### src/rtl/conv_col_drain.sv
// conv_col_drain: counts beats per output window, aligns acc_clear to the
// conv_col pipeline, then biases, rectifies and requantises each window's
// accumulator and queues the byte in a small FIFO with credit back-pressure.
module conv_col_drain #(
   parameter int TAPS  = 33,
   parameter int SHIFT = 8,
   parameter int DEPTH = 4
) (
   input  logic        clk,
   input  logic        rst,
   input  logic        in_valid,
   output logic        in_ready,
   output logic        acc_clear,
   input  logic [22:0] acc,
   input  logic [22:0] bias,
   output logic [7:0]  out_data,
   output logic        out_valid,
   input  logic        out_ready,
   output logic        win_busy
);

   localparam int CW = $clog2(TAPS);
   localparam int AW = $clog2(DEPTH);
   localparam int OW = AW + 3;
   localparam logic [CW-1:0] LAST_BEAT = CW'(TAPS - 1);
   localparam logic [24:0]   ROUND     = 25'd1 << (SHIFT - 1);

   typedef enum logic {IDLE, ACCUM} state_t;

   state_t        state;
   state_t        state_next;
   logic [CW-1:0] beat_cnt;
   logic          accepted;
   logic          first;
   logic          last;
   logic          first_d1;
   logic          last_d1;
   logic          last_d2;
   logic          last_d3;
   logic [24:0]   sum;
   logic [24:0]   rounded;
   logic [24:0]   shifted;
   logic [7:0]    result;
   logic          post_valid;
   logic [7:0]    post_data;
   logic [2:0]    inflight;
   logic [7:0]    mem [DEPTH];
   logic [AW-1:0] wr_ptr;
   logic [AW-1:0] rd_ptr;
   logic [AW:0]   fifo_count;
   logic          push;
   logic          pop;
   logic [OW-1:0] occupancy;

   assign accepted = in_valid && in_ready;
   assign first    = accepted && (beat_cnt == '0);
   assign last     = accepted && (beat_cnt == LAST_BEAT);
   assign win_busy = (state == ACCUM);

   // A result slot is reserved for every window from its last beat until the
   // push, so accepting beats only while credits remain makes overflow impossible.
   assign occupancy = OW'(fifo_count) + OW'(inflight);
   assign in_ready  = (occupancy < OW'(DEPTH));

   // Requantisation: 25 bits leave headroom for the rounding constant.
   assign sum     = {{2{acc[22]}}, acc} + {{2{bias[22]}}, bias};
   assign rounded = sum + ROUND;
   assign shifted = rounded >> SHIFT;
   assign result  = sum[24] ? 8'd0 : ((|shifted[24:8]) ? 8'hFF : shifted[7:0]);

   assign push      = post_valid;
   assign pop       = out_valid && out_ready;
   assign out_valid = (fifo_count != '0);
   assign out_data  = mem[rd_ptr];

   // Beat position within the current window, wrapping after the last tap.
   always_ff @(posedge clk or negedge rst) begin
      if (!rst) begin
         beat_cnt <= '0;
      end else if (accepted) begin
         beat_cnt <= last ? '0 : beat_cnt + CW'(1);
      end
   end

   // Window state register.
   always_ff @(posedge clk or negedge rst) begin
      if (!rst) begin
         state <= IDLE;
      end else begin
         state <= state_next;
      end
   end

   // Enter ACCUM on the first accepted beat, leave on the last one.
   always_comb begin
      state_next = state;
      case (state)
         IDLE:    if (accepted) state_next = ACCUM;
         ACCUM:   if (last)     state_next = IDLE;
         default: state_next = IDLE;
      endcase
   end

   // Tag delay line tracking beats through the 3-stage conv_col pipeline.
   always_ff @(posedge clk or negedge rst) begin
      if (!rst) begin
         first_d1  <= 1'b0;
         acc_clear <= 1'b0;
         last_d1   <= 1'b0;
         last_d2   <= 1'b0;
         last_d3   <= 1'b0;
      end else begin
         first_d1  <= first;
         acc_clear <= first_d1;
         last_d1   <= last;
         last_d2   <= last_d1;
         last_d3   <= last_d2;
      end
   end

   // Capture the finished accumulator with bias, ReLU and saturation applied.
   always_ff @(posedge clk or negedge rst) begin
      if (!rst) begin
         post_valid <= 1'b0;
         post_data  <= '0;
      end else begin
         post_valid <= last_d3;
         if (last_d3) begin
            post_data <= result;
         end
      end
   end

   // Windows whose last beat is in but whose result has not reached the FIFO.
   always_ff @(posedge clk or negedge rst) begin
      if (!rst) begin
         inflight <= '0;
      end else begin
         inflight <= inflight + {2'b00, last} - {2'b00, push};
      end
   end

   // Output FIFO: registered storage, head visible the cycle after a push.
   always_ff @(posedge clk or negedge rst) begin
      if (!rst) begin
         wr_ptr     <= '0;
         rd_ptr     <= '0;
         fifo_count <= '0;
         for (int i = 0; i < DEPTH; i++) begin
            mem[i] <= '0;
         end
      end else begin
         if (push) begin
            mem[wr_ptr] <= post_data;
            wr_ptr      <= wr_ptr + AW'(1);
         end
         if (pop) begin
            rd_ptr <= rd_ptr + AW'(1);
         end
         fifo_count <= fifo_count + {{AW{1'b0}}, push} - {{AW{1'b0}}, pop};
      end
   end

endmodule

### config.mk
export PLATFORM = sky130hd
export DESIGN_NAME = conv_col_drain
export DESIGN_NICKNAME = d
export VERILOG_FILES = /design/src/rtl/conv_col_drain.sv
export SDC_FILE = /design/constraint.sdc
export NUM_CORES = 1
export LEC_CHECK = 0
export ABC_AREA = 1
export ABC_CLOCK_PERIOD_IN_PS = 3300
export BUFFER_PORTS_ARGS = -buffer_cell sky130_fd_sc_hd__buf_2
export CORE_ASPECT_RATIO = 1.1
export CORE_MARGIN = 2
export CORE_UTILIZATION = 55
export DETAILED_ROUTE_END_ITERATION = 10
export PLACE_DENSITY = 0.76
export SYNTH_ARGS = -nofsm -noshare
export SYNTH_HDL_FRONTEND = slang
export SYNTH_SLANG_ARGS = --single-unit
### constraint.sdc
create_clock -name clk -period 3.3 [get_ports clk]
set_clock_uncertainty 0.1 [all_clocks]
set_input_delay 0.165 -clock clk [delete_from_list [all_inputs] [get_ports clk]]
set_output_delay 0.165 -clock clk [all_outputs]
set_load 0.01 [all_outputs]
* Word level (Yosys, flattened, before mapping) *
Index checks and enable logic that the tools add are counted.
W data, S select, Z words.

storage, ports and cells
  register bits after elaboration = 63
  input port bits = 50
  output and inout port bits = 12

cells by class
  add/subtract/negate cells = 10
  order comparisons = 4
  eq/ne operators = 1
  mux-type cells = 12
  bitwise gates (word level) = 3
  reduce and logical (&&, ||, !) cells = 8

operators by type and width
  operator                 count
  $mux W8                  5
  $bwmux W32               1
  $add A24 B9 Y25 const B  1
  $add A23 B23 Y24         1
  $bmux W8 S2              1
  $demux W8 S2             1
  $reduce_or A9 Y1         1
  $add A3 B1 Y3            2
  $add A6 B1 Y6 const B    1
  $eq A6 B6 Y1 const B     1
  $ge A3 B3 Y1 const B     2
  $logic_not A6 Y1         1
  $mux W6                  1
  $not A2 Y3               2
  $sub A3 B1 Y3            2
  $logic_and A1 B1 Y1      5
  $add A2 B1 Y2 const B    2
  $add A3 B3 Y4            1
  $lt A4 B3 Y1 const B     1
  $lt A3 B1 Y1 const B     1
  $reduce_bool A3 Y1       1
  $mux W1                  2
  $pmux W1 S2              1
  $not A1 Y1               1

* Longest topological paths before layout *
Gate-level depths: netlist of the first run.

  depth after elaboration = 6
  depth in mapped cells = 22
  gate-level depth less buffers = 22

* Worst setup path after synthesis of the first run *
Ideal clock, no wire load.

  path kind = flip-flop to flip-flop
  start = reg inflight[1]
  end = reg inflight[2]
  library setup time = 0.123 ns
  arrival time = 2.328 ns
  path slack = 0.750 ns
  cell stages (with the launch flop) = 11
  path buffers = 0
  cells stage by stage = dfrtp_1 > ha_1 > nand2_1 > nor2_1 > nor4_1 > nand2_1 > nor2_1 > ha_1 > inv_1 > fa_1 > xnor2_1

between the ends
  word-level cells in the longest chain between the ends = 6

ends and longest elaborated chain
  element                   line  source
  start: declaration        46    logic [2:0] inflight;
  start signal: assignment  139   inflight <= inflight + {2'b00, last} - {2'b00, push};
  $add A3 B3 Y4             62    assign occupancy = OW'(fifo_count) + OW'(inflight);
  $lt A4 B3 Y1              63    assign in_ready = (occupancy < OW'(DEPTH));
  via in_ready              12    output logic in_ready,
  $logic_and A1 B1 Y1       55    assign accepted = in_valid && in_ready;
  $logic_and A1 B1 Y1       57    assign last = accepted && (beat_cnt == LAST_BEAT);
  via last                  35    logic last;
  $add A3 B1 Y3             139
  $sub A3 B1 Y3             139

The timed path passes the listed nets, and every way through them passes these cells.
A chain may end at the register's enable or synchronous reset.

* Worst setup path after layout of the first run *
  start = reg fifo_count[1]
  end = reg inflight[1]

between the ends
  word-level cells in the longest chain between the ends = 6

ends and longest elaborated chain
  element                   line  source
  start: declaration        50    logic [AW:0] fifo_count;
  start signal: assignment  160   fifo_count <= fifo_count + {{AW{1'b0}}, push} - {{AW{1'b0}}, pop};
  $add A3 B3 Y4             62
  $lt A4 B3 Y1              63
  $logic_and A1 B1 Y1       55
  $logic_and A1 B1 Y1       57
  via last                  35
  $add A3 B1 Y3             139
  $sub A3 B1 Y3             139

The timed path passes the listed nets, and every way through them passes these cells.

==> results of run 1 <==
==> per-layer routing <==
metal  GRT usage, %  up-vias
met5              0        -
met4          13.04        0
met3          3.491       29
met2          43.67      154
met1          28.91     2189
li1               -     2492
==> registers in the layout, summed over array words and instances (netlist names), 2 cells and up <==
| register | cells |
|---|---|
| beat_cnt | 6 |
| fifo_count | 3 |
| mem | 32 |
| post_data | 8 |
| rd_ptr | 2 |
| inflight | 3 |
| wr_ptr | 2 |
==> cell families (layout without fill, tap and decap cells) <==
family,after synthesis,count (layout),synth area share [%]
AOI/OAI and AO/OA,86,86,9.123
xor gates and xnor gates,16,16,2.815
adders and majority gates,37,37,9.600
buffers and inverters,134,205,10.10
DFF,63,63,31.67
and+or+nand+nor,413,413,36.69
==> cell type report <==
| class | instances | area (sq um) |
|---|---|---|
| inverter | 126 | 473.0 |
| multi-input combinational | 552 | 2899 |
| fill | 837 | 3206 |
| sequential | 63 | 1577 |
| tap | 114 | 142.6 |
| timing repair buffer | 63 | 322.8 |
| clock buffer | 13 | 168.9 |
| clock inverter | 3 | 40.04 |
==> worst max-delay path: cells and delay by family, from the launching register on <==
family	cells	cell delay [ns]
adder cells (fa/ha/maj)	3	0.98
buffers and inverters	2	0.10
flip-flops	1	0.44
AND/OR/NAND/NOR	5	0.86
==> worst paths after layout <==
check,slack (ns),startpoint,endpoint,depth (start not counted)
setup / recovery,0.71,fifo_count[1],inflight[1],10
hold / removal,0.06,in_valid,first_d1,3
setup reg to reg,0.71,fifo_count[1],inflight[1],10
hold reg to reg,0.26,last_d2,last_d3,0
max in group asynchronous,1.97,rst,last_d3,3
min in group asynchronous,0.23,rst,mem[0],2
==> power breakdown <==
group,internal (W),switching [W]
logic,0.000402,0.000666
registers,0.000847,0.000103
clock network,0.000408,0.000278
==> synthesized netlist by cell type, types with 2 or more instances <==
library cell / instances
a21oi_1: 14
and2_1: 2
clkbuf_1: 8
clkinv_1: 2
dfrtp_1: 63
fa_1: 2
ha_1: 35
inv_1: 106
inv_2: 18
nand2_1: 254
nand2_2: 10
nand3_1: 37
nand3_2: 2
nand3b_1: 4
nand4_1: 18
nor2_1: 58
nor2_2: 9
nor2_4: 10
nor3_1: 2
nor4_1: 3
o21ai_0: 57
o22ai_1: 8
xnor2_1: 6
xor2_1: 10
==> stage by stage <==
step	cells	worst slack, ns	util, %	hold slack (ns)
after global routing	934	0.4578	63.69	0.06050
after global placement	917	0.5097	61.21	0.04867
final	934	0.7059	63.69	0.06303
after CTS	934	0.6717	63.69	0.04279
after floorplan	749	0.7496	-	-0.2306
after detailed placement	917	0.4337	61.21	0.05825
==> repair_timing <==
item / 4_1_cts / 5_1_grt
hold buffers: 1 / 0
hold endpoints to repair: 21 / 0
resized for setup: 0 / 0
==> impl_metrics.tcl, run 1 <==
set metrics [dict create \
    outcome "completed" \
    antenna_found_initial 0 \
    worst_slew_pin_slew_ns 0.6292 \
    clockBufferDepth 2 \
    grt_util_all_layers_pct 24.94 \
    start_kind "register" \
    drc_errors 0 \
    nNetsFinal 902 \
    min_period_over_period_pct 78.61 \
    antenna_cells 0 \
    dpl-instance-area_sq_mm 0.005404 \
    netlist.area_leader.share_pct 31.67 \
    ys_seq_area_share_pct 31.67 \
    synth_cell_types 35 \
    grt_pass1_wl_mm 19.76 \
    m1WireLength_mm 4.754 \
    rsz0062_at_grt "no" \
    drtIter0Drc 188 \
    worstPathRequired_ns 3.44 \
    synthArstFlopShare_pct 100.0 \
    tns_ns 0 \
    port_buffers 61 \
    total_power_w 0.002704 \
    num_rows 36 \
    maxSlewViolCount 0 \
    worstSetupEndpointType "register" \
    synthCells 749 \
    hold_viol_final 0 \
    final_common_cell "nand2_1" \
    clock_sinks 63 \
    die_w_microns 94.72 \
    hp-class "input pin to register" \
    start_util_pct 56.39 \
    crit_slowest_cell "fa_1" \
    crit_chain "ha_1, nand2_1, nor2_1, nor4_1, nand2_1, nor2_1, ha_1, inv_1, fa_1, inv_1" \
    cts_tree "yes" \
    p_leak_nw 3.108 \
    clock.fmax_mhz 385.5 \
    setup_viol 0 \
    cts-root-buf "clkbuf_8" \
    dr_wl_met3_microns 524 \
    ioPinCount 62 \
    die_y_microns 103.8 \
    synth-seq-cells 63 \
    synth_edf_count 0 \
    powerDensity_mw_per_mm2 480.9 \
    met2RoutedLength_mm 5.878 \
    avgSynthCellArea_sq_um 6.647 \
    arrival_ns 2.73 \
    layout_min_cycle_time_ns 2.594 \
    dp_hpwl_mm 9.468 \
    synth_area_leaders "dfrtp_1 (32%), nand2_1 (19%), ha_1 (8.8%)" \
    ant_nets 0 \
    ys.flop_type "dfrtp_1" \
    top_layer "met4" \
    crit_fanout 5 \
    grt-ovfl-total 0 \
    grt_max_degree 43 \
    vias_per_cell 5.208 \
    htree_num_levels 3 \
    vdd_ir_drop_max_mv 0.2076 \
    synthesis.area_sq_mm 0.004979 \
    synth_fp_nets 836 \
    drive_gt1_share_pct 15.73 \
    cts_setup_buffers 0 \
    grt_pass1_vias 4601 \
    vias 4864 \
    clkTransAtPathRegs_ns 0.07 \
    first_pass_iters 5 \
    numCtsBuffers 9 \
    insertion_delay_ns 0.34 \
    max_stage_delay_ns 0.49 \
    coreArea_sq_mm 0.008828 \
    slew_headroom_pct 58.05 \
    wl_per_cell_microns 12.43 \
    synth_top_cell_by_area "dfrtp_1" \
    synth_warnings 0 \
    maxCapViolCount 0 \
    totalWireLength_mm 11.61 \
    gp_congestion 1.004 \
    syn_to_final_growth_pct 12.94 \
    crit_type "register to register" \
    design_area_sq_mm 0.005623 \
    final_cell_mix "nand2_1 (254), inv_1 (106), dfrtp_1 (63)" \
    dieArea_sq_mm 0.009830 \
]
(Power assumes the default switching activity.)
==> run 2: changes to the inputs <==
- ABC_CLOCK_PERIOD_IN_PS: 3300 -> 2150
- CORE_UTILIZATION: 55 -> 54
- PLACE_DENSITY: 0.76 -> 0.78
- clock period: 3.3 -> 2.15 ns (I/O delays scaled with it)
==> run 2 against run 1 <==
The run now ends with setup timing left; sequential share of layout area shrank 5.1 points; count of clock-buffer cells in the layout down 1; first-iteration DRC count increased by 74%; worst hold slack improved by 0.021 ns; non-clock buffer count up 84; highest routed layer unchanged; critical path depth increased by 13.
==> impl_metrics.tcl, run 2 (synthesized netlist as in run 1, its figures left out) <==
set metrics [dict create \
    outcome "finished, violations left" \
    violations "setup timing" \
    arrival_ns 2.44 \
    fillers 626 \
    r2r_start "inflight[1]" \
    clock_sinks 63 \
    hold_ws_ns 0.08448 \
    hp-class "input pin to register" \
    first_pass_iters 5 \
    cts_tree "yes" \
    worstHoldStart "in_valid" \
    grt-ovfl-total 0 \
    vias 5508 \
    setup_viol 11 \
    insertion_delay_ns 0.33 \
    grt_pass1_wl_mm 22.63 \
    max_stage_delay_ns 0.30 \
    nNetsFinal 986 \
    total_power_w 0.004830 \
    htree_num_levels 3 \
    vias_per_cell 5.411 \
    num_rows 36 \
    totalWireLength_mm 14.31 \
    cts-root-buf "clkbuf_8" \
    largest_register "mem" \
    antenna_cells 0 \
    layout_min_cycle_time_ns 2.326 \
    syn_to_final_growth_pct 38.13 \
    coreArea_sq_mm 0.008919 \
    gp_congestion 0.9944 \
    crit_fanout 8 \
    ioPinCount 62 \
    final_cell_mix "nand2_1 (209), inv_1 (97), buf_4 (85)" \
    dieArea_sq_mm 0.01000 \
    dpl-instance-area_sq_mm 0.006055 \
    reg_top3 "mem (32), post_data (8), beat_cnt (6)" \
    crit_type "input pin to register" \
    dp_hpwl_mm 9.826 \
    worstSetupEndpointType "register" \
    hold_viol_final 0 \
    min_period_over_period_pct 108.2 \
    antenna_found_initial 0 \
    drive_gt1_share_pct 35.95 \
    clock.fmax_mhz 429.9 \
    rsz0062_at_grt "yes" \
    powerDensity_mw_per_mm2 702.3 \
    vdd_ir_drop_max_mv 0.3387 \
    p_leak_nw 3.576 \
    maxCapViolCount 0 \
    tns_ns -1.326 \
    start_kind "input pin" \
    largest_reg_flops 32 \
    grt_max_degree 64 \
    final_common_cell "nand2_1" \
    maxSlewViolCount 0 \
    numCtsBuffers 9 \
    die_y_microns 104.7 \
    drtIter0Drc 328 \
    ant_nets 0 \
    slew_headroom_pct 48.80 \
    grt_util_all_layers_pct 27.82 \
    clockBufferDepth 2 \
    start_util_pct 55.82 \
    grt_pass1_vias 5308 \
    startpoint "bias[6]" \
    crit_path_frequent_cell "nand2_1" \
    die_w_microns 95.55 \
    crit_chain "buf_2, ha_4, nand2_1, nand2_1, nand2_1, nand2_2, inv_2, nand3_1, nand2_1, buf_4, nand3_4, nor2_4, inv_2, nor2_4, buf_4, nand2_1, nand2_1, nand2_1, nand3_2, nor2_4, nand4_1, nand2_1, nand2_1" \
    worstPathRequired_ns 2.27 \
    drc_errors 0 \
    worst_slew_pin_slew_ns 0.7680 \
    crit_slowest_cell "ha_4" \
    place_ws_ns -0.6385 \
    wl_per_cell_microns 14.06 \
    worst_slack_ns -0.1760 \
    port_buffers 61 \
    design_area_sq_mm 0.006877 \
    clkTransAtPathRegs_ns 0.07 \
]
## run 2: cell count changes in the layout (fill, tap and decap cells not counted), moves of 6 or more
cell	delta
ha_1	-20
nor2_1	-20
inv_1	-9
buf_4	+84
nand2_1	-45
nand2_4	+6
ha_4	+19
nand2_2	+39
nand3_2	+8
nand3_1	-10
nor2_4	+11
inv_2	+9
nor2_2	+9
## run 2: metrics by stage
stage | cells | util [%]
floorplan | 749 | -
global placement | 990 | 67.89
detailed placement | 990 | 67.89
CTS | 1015 | 75.15
global route | 1018 | 77.10
finish | 1018 | 77.10
## run 2: critical path: cells and delay by family
family | cells | cell delay [ns]
adders and majority gates | 1 | 0.30
buffers and inverters | 5 | 0.55
and+or+nand+nor | 17 | 1.50
## run 2: report_power, final
part,switching (W),internal (W)
combinational,0.00135,0.000996
sequential,0.000103,0.00130
clock,0.000433,0.000650
## run 2: per-layer routing
metal / global-route usage, % / vias up / part of all wire [%]
li1: - / 2657 / -
met1: 30.79 / 2580 / 38
met2: 51.95 / 223 / 53
met3: 3.461 / 48 / 5.0
met4: 11.53 / 0 / 3.1
met5: 0 / - / 0
## run 2: area by class of cell
class	count	area (sq um)	share of cell area [%]
multi-input combinational	552	3501	50.91
sequential	63	1577	22.93
timing repair buffer	147	978.4	14.23
inverter	126	473.0	6.878
tap	114	142.6	2.074
clock buffer	12	135.1	1.965
clock inverter	4	70.07	1.019
## run 2: worst paths after layout
check	end	slack, ns	cells past startpoint
worst max-delay path	post_data[6]	-0.18	23
worst min-delay path	last_d1	0.08	4
worst max register to register	inflight[2]	-0.06	10
worst min register to register	last_d3	0.25	0
max in group asynchronous	acc_clear	1.06	3
min in group asynchronous	mem[30]	0.37	3
## run 2: timing repair
item | 4_1_cts | 5_1_grt
resized for setup | 79 | 43
setup buffers | 8 | 3
pin swaps | 46 | 41
endpoints found under the hold margin | 63 | 0
hold buffers | 1 | 0
endpoints found under the setup margin | 13 | 14
